## src/rtl/mcycle_arbiter.sv

```systemverilog
// Two-port round-robin arbiter/sequencer for a shared MCycle multiply/divide unit.
// Grants one requester at a time, issues a single Start pulse and returns captured results.
module mcycle_arbiter #(
    parameter int unsigned WIDTH = 32
) (
    input  logic             CLK,
    input  logic             RESET,
    input  logic             Req1,
    input  logic             Req2,
    input  logic [1:0]       Op1,
    input  logic [1:0]       Op2,
    input  logic [WIDTH-1:0] OpA1,
    input  logic [WIDTH-1:0] OpA2,
    input  logic [WIDTH-1:0] OpB1,
    input  logic [WIDTH-1:0] OpB2,
    output logic             Ack1,
    output logic             Ack2,
    output logic [WIDTH-1:0] Res1,
    output logic [WIDTH-1:0] Res2,
    output logic             Gnt,
    output logic             ArbBusy,
    output logic             Start,
    output logic [1:0]       MCycleOp,
    output logic [WIDTH-1:0] Operand1,
    output logic [WIDTH-1:0] Operand2,
    input  logic [WIDTH-1:0] Result1,
    input  logic [WIDTH-1:0] Result2,
    input  logic             Busy
);

    typedef enum logic [1:0] {
        IDLE  = 2'd0,
        ISSUE = 2'd1,
        RUN   = 2'd2,
        DONE  = 2'd3
    } state_t;

    state_t             state_q;
    logic               gnt_q;
    logic               rr_q;
    logic               seen_busy_q;
    logic               start_q;
    logic               ack1_q;
    logic               ack2_q;
    logic [1:0]         op_q;
    logic [WIDTH-1:0]   opa_q;
    logic [WIDTH-1:0]   opb_q;
    logic [WIDTH-1:0]   res1_q;
    logic [WIDTH-1:0]   res2_q;

    logic               win_d;
    logic [1:0]         op_d;
    logic [WIDTH-1:0]   opa_d;
    logic [WIDTH-1:0]   opb_d;

    // rr_q names the requester preferred on a tie; it resets to requester 1,
    // independently of Gnt, so a reset always restores requester-1 priority.
    always_comb begin
        win_d = (Req1 && Req2) ? rr_q : Req2;
        op_d  = win_d ? Op2  : Op1;
        opa_d = win_d ? OpA2 : OpA1;
        opb_d = win_d ? OpB2 : OpB1;
    end

    always_ff @(posedge CLK or posedge RESET) begin
        if (RESET) begin
            state_q     <= IDLE;
            gnt_q       <= 1'b0;
            rr_q        <= 1'b0;
            seen_busy_q <= 1'b0;
            start_q     <= 1'b0;
            ack1_q      <= 1'b0;
            ack2_q      <= 1'b0;
            op_q        <= '0;
            opa_q       <= '0;
            opb_q       <= '0;
            res1_q      <= '0;
            res2_q      <= '0;
        end else begin
            start_q <= 1'b0;
            ack1_q  <= 1'b0;
            ack2_q  <= 1'b0;
            case (state_q)
                IDLE: begin
                    if (Req1 || Req2) begin
                        gnt_q   <= win_d;
                        rr_q    <= ~win_d;
                        op_q    <= op_d;
                        opa_q   <= opa_d;
                        opb_q   <= opb_d;
                        start_q <= 1'b1;
                        state_q <= ISSUE;
                    end
                end
                ISSUE: begin
                    seen_busy_q <= 1'b0;
                    state_q     <= RUN;
                end
                RUN: begin
                    if (Busy) begin
                        seen_busy_q <= 1'b1;
                    end
                    // Registered seen_busy means the first Busy-low cycle after a
                    // Busy-high cycle completes the operation.
                    if (seen_busy_q && !Busy) begin
                        res1_q  <= Result1;
                        res2_q  <= Result2;
                        ack1_q  <= ~gnt_q;
                        ack2_q  <= gnt_q;
                        state_q <= DONE;
                    end
                end
                DONE: begin
                    state_q <= IDLE;
                end
                default: begin
                    state_q <= IDLE;
                end
            endcase
        end
    end

    assign Ack1     = ack1_q;
    assign Ack2     = ack2_q;
    assign Res1     = res1_q;
    assign Res2     = res2_q;
    assign Gnt      = gnt_q;
    assign ArbBusy  = (state_q != IDLE);
    assign Start    = start_q;
    assign MCycleOp = op_q;
    assign Operand1 = opa_q;
    assign Operand2 = opb_q;

endmodule

```

## config.mk

```make
export PLATFORM = sky130hd
export DESIGN_NAME = mcycle_arbiter
export DESIGN_NICKNAME = d
export VERILOG_FILES = /design/src/rtl/mcycle_arbiter.sv
export SDC_FILE = /design/constraint.sdc
export NUM_CORES = 1
export LEC_CHECK = 0
export ABC_AREA = 1
export BUFFER_PORTS_ARGS = -buffer_cell sky130_fd_sc_hd__buf_2
export CAP_MARGIN = 20
export CORE_AREA = 2 2 129 131
export DETAILED_ROUTE_END_ITERATION = 8
export DIE_AREA = 0 0 131 133
export HOLD_SLACK_MARGIN = 0.12
export PLACE_DENSITY = 0.77
export SYNTH_ARGS = -nofsm -noshare
export SYNTH_HDL_FRONTEND = slang
export SYNTH_SLANG_ARGS = --single-unit
```

## constraint.sdc

```tcl
create_clock -name CLK -period 5.8 [get_ports CLK]
set_clock_uncertainty 0.1 [all_clocks]
set_input_delay 1.74 -clock CLK [delete_from_list [all_inputs] [get_ports CLK]]
set_output_delay 1.74 -clock CLK [all_outputs]
set_load 0.01 [all_outputs]
```

==> summary.md <==
| Metric | Value |
|---|---|
| Initial antenna violation count | 0 |
| Largest family of logic cells by synthesized area | simple AND/OR/NAND/NOR gates |
| Dpl hpwl | 13300 um |
| Total track usage | 21.0% |
| Syn avg cell area | 7.53 um^2 |
| Final cell count without fillers | 1421 |
| Post-CTS Setup Repair Bufs | 0 |
| Post-cts hold buffer count | 0 |
| Largest net degree at the start of global routing | 97 |
| Cell Pwr Density | 497 nW/um^2 |
| Clk buf depth | 2 |
| Vias | 6403 |
| First-pass GRT wire length | 28700 um |
| WL/cell | 13.2 um |
| Total grt overflow | 0 |
| Reg clk slew, reported paths | 60 ps |
| Tmin final | 3240 ps |
| Vias per cell | 4.51 |
| Post-synthesis mux area share | 0% |
| Fin. max-slew vios | 0 |
| Seq cells post-synth | 138 |
| Die height | 133 um |
| Finished Core Util | 55.7% |
| Combinational power share | 38.1% |
| DRC | 0 |
| Actual slew at the worst max-slew pin | 710 ps |
| CP Class | flop to output pin |
| Mapped Nets | 1082 |
| HP Class | flop to flop |
| Clk_lat worst skew | 410 ps |
| Final Hold Viols | 0 |
| # rows | 47 |
| Maximum Capacitance Violations | 0 |
| Unrepaired setup endpoints after global routing | no |
| Final TNS setup | 0 ps |
| Final period util | 55.9% |
| Initial Util | 40.8% |
| P&R area growth vs syn | 36.5% |
| Dpl cell area | 8410 um^2 |
| Synth warnings | 0 |
| Cts repair resizes | 0 |
| Cells after synthesis | 877 |
| Critical Path AT | 1400 ps |
| Worst IR Drop VDD | 0.210 mV |
| Final net count | 1394 |
| LEAKAGE | 5.70 nW |
| Switching fraction of total power | 38.5% |
| Pwr Total | 4.48 mW |
| Slew margin rel. | 52.7% |
| DRT iter0 DRCs | 325 |
| Synth Area in XOR/XNOR | 0% |
| Chip Width | 131 um |
| Layout fillers | 1497 |
| Adder-cell area share of the yosys netlist | 0.758% |
| Final setup viols | 0 |
| Post-Synthesis Cell Area | 6600 um^2 |
| CP Data Required Time | 3960 ps |
| Crit start category | flop |
| Clock network power share | 24.7% |
| Ports | 336 |
| Port buffer count | 335 |
| Clk sinks | 138 |
| Highest clock rate | 309 MHz |
| Root Buffer | clkbuf_16 |
| Sequential power share | 37.2% |
| Number of clock buffers inserted by TritonCTS | 17 |
| Core footprint | 16200 um^2 |
| TritonCTS clock tree | yes |
| Compound-cell area share of the yosys netlist | 5.51% |
| Post-Synth Simple-Gate Area | 25.9% |
| Post-route ant nets | 0 |
| Status | completed |
| Detailed Route WL | 18700 um |
| Sw power | 1.72 mW |
| Sequential area share after synthesis | 52.3% |
| Placed Cells | 1390 |
| Vias in the first global route | 5954 |
| Share of cells above drive strength 1 | 31.6% |
| Die Area | 17400 um^2 |
| Post-route cell area | 9010 um^2 |
| P_int | 2.75 mW |
| Highest net fanout along the worst path | 4 |
| Diode count | 0 |
| RePlAce Congestion | 0.849 |
| Drt pass-1 iters | 5 |
| CTS H-Tree Depth | 4 |
| Critical Path End Type | output pin |
| Synth unique cells | 15 |
worst max-delay path: stages (launching register included):
cell     delay, ps
dfrtp_1        400
inv_1          110
ha_1           280
inv_1           60
buf_2          150
Yosys cell counts, drive strengths merged:
cell | instances | area [um^2]
nor2 | 4 | 15.0
ha | 4 | 50.1
o21ai | 69 | 357
nand3 | 135 | 676
dfrtp | 138 | 3450
nand2 | 271 | 1020
buf | 34 | 198
inv | 205 | 769
a21boi | 1 | 7.51
clkbuf | 16 | 60.1
sequential cells by signal (all words and copies together), names as in the netlist:
register,cells
Operand1,32
Operand2,32
Res1,32
Res2,32
MCycleOp,2
state_q,2
Ack1,1
Ack2,1
Gnt,1
Start,1
rr_q,1
seen_busy_q,1
per-layer routing:
layer | routed length, um | GRT usage (%)
met2 | 9350 | 36.8
met1 | 7420 | 24.2
met3 | 1500 | 5.10
met5 | 0 | 0
met4 | 427 | 8.63
through the flow:
step	hold slack (ps)	setup WS (ps)
2_1_floorplan	367	264
3_3_place_gp	359	2210
3_5_place_dp	361	2230
4_1_cts	377	2510
5_1_grt	393	2450
6_report	373	2560
cells in the final DEF, fill, tap and decap left out, types with 5 or more instances in the layout:
master	instances
buf_2	335
inv_1	203
inv_6	5
nand2_1	269
dfrtp_1	138
nand3_1	134
clkbuf_16	17
buf_4	6
o21ai_0	68
cells by family after synthesis:
| logic type | Yosys count |
|---|---|
| adders and majority gates | 4 |
| buffers and inverters | 255 |
| and+or+nand+nor | 410 |
| DFF | 138 |
| AOI/OAI and AO/OA | 70 |
power by group through the flow:
| stage | sequential, mW | clock [mW] | combinational (mW) |
|---|---|---|---|
| finish | 1.66 | 1.11 | 1.70 |
| global route | 1.72 | 1.16 | 1.93 |
| CTS | 1.66 | 1.13 | 1.73 |
| detailed placement | 1.67 | 0 | 1.74 |
| global placement | 1.66 | 0 | 1.67 |
| floorplan | 1.86 | 0 | 0.793 |
final timing paths:
check,depth (start not counted),slack (ps),from,end
worst max-delay path,4,2560,state_q[0],ArbBusy
worst min-delay path,2,370,Operand2[20],Operand2[20]
worst max register to register,7,3850,state_q[0],Operand1[5]
worst min register to register,2,370,Operand2[20],Operand2[20]
max in group asynchronous,3,3340,RESET,state_q[1]
min in group asynchronous,2,1300,RESET,Operand2[18]
cell type report:
class                           instances  area (um^2)  share of cell area (%)
Sequential cell                       138         3450                    38.3
Multi-Input combinational cell        484         2140                    23.7
Timing Repair Buffer                  343         1770                    19.6
Inverter                              205          774                    8.59
Clock buffer                           20          467                    5.18
Tap cell                              220          275                    3.05
Clock inverter                         11          135                    1.50
Power figures use the tool's default switching activity.
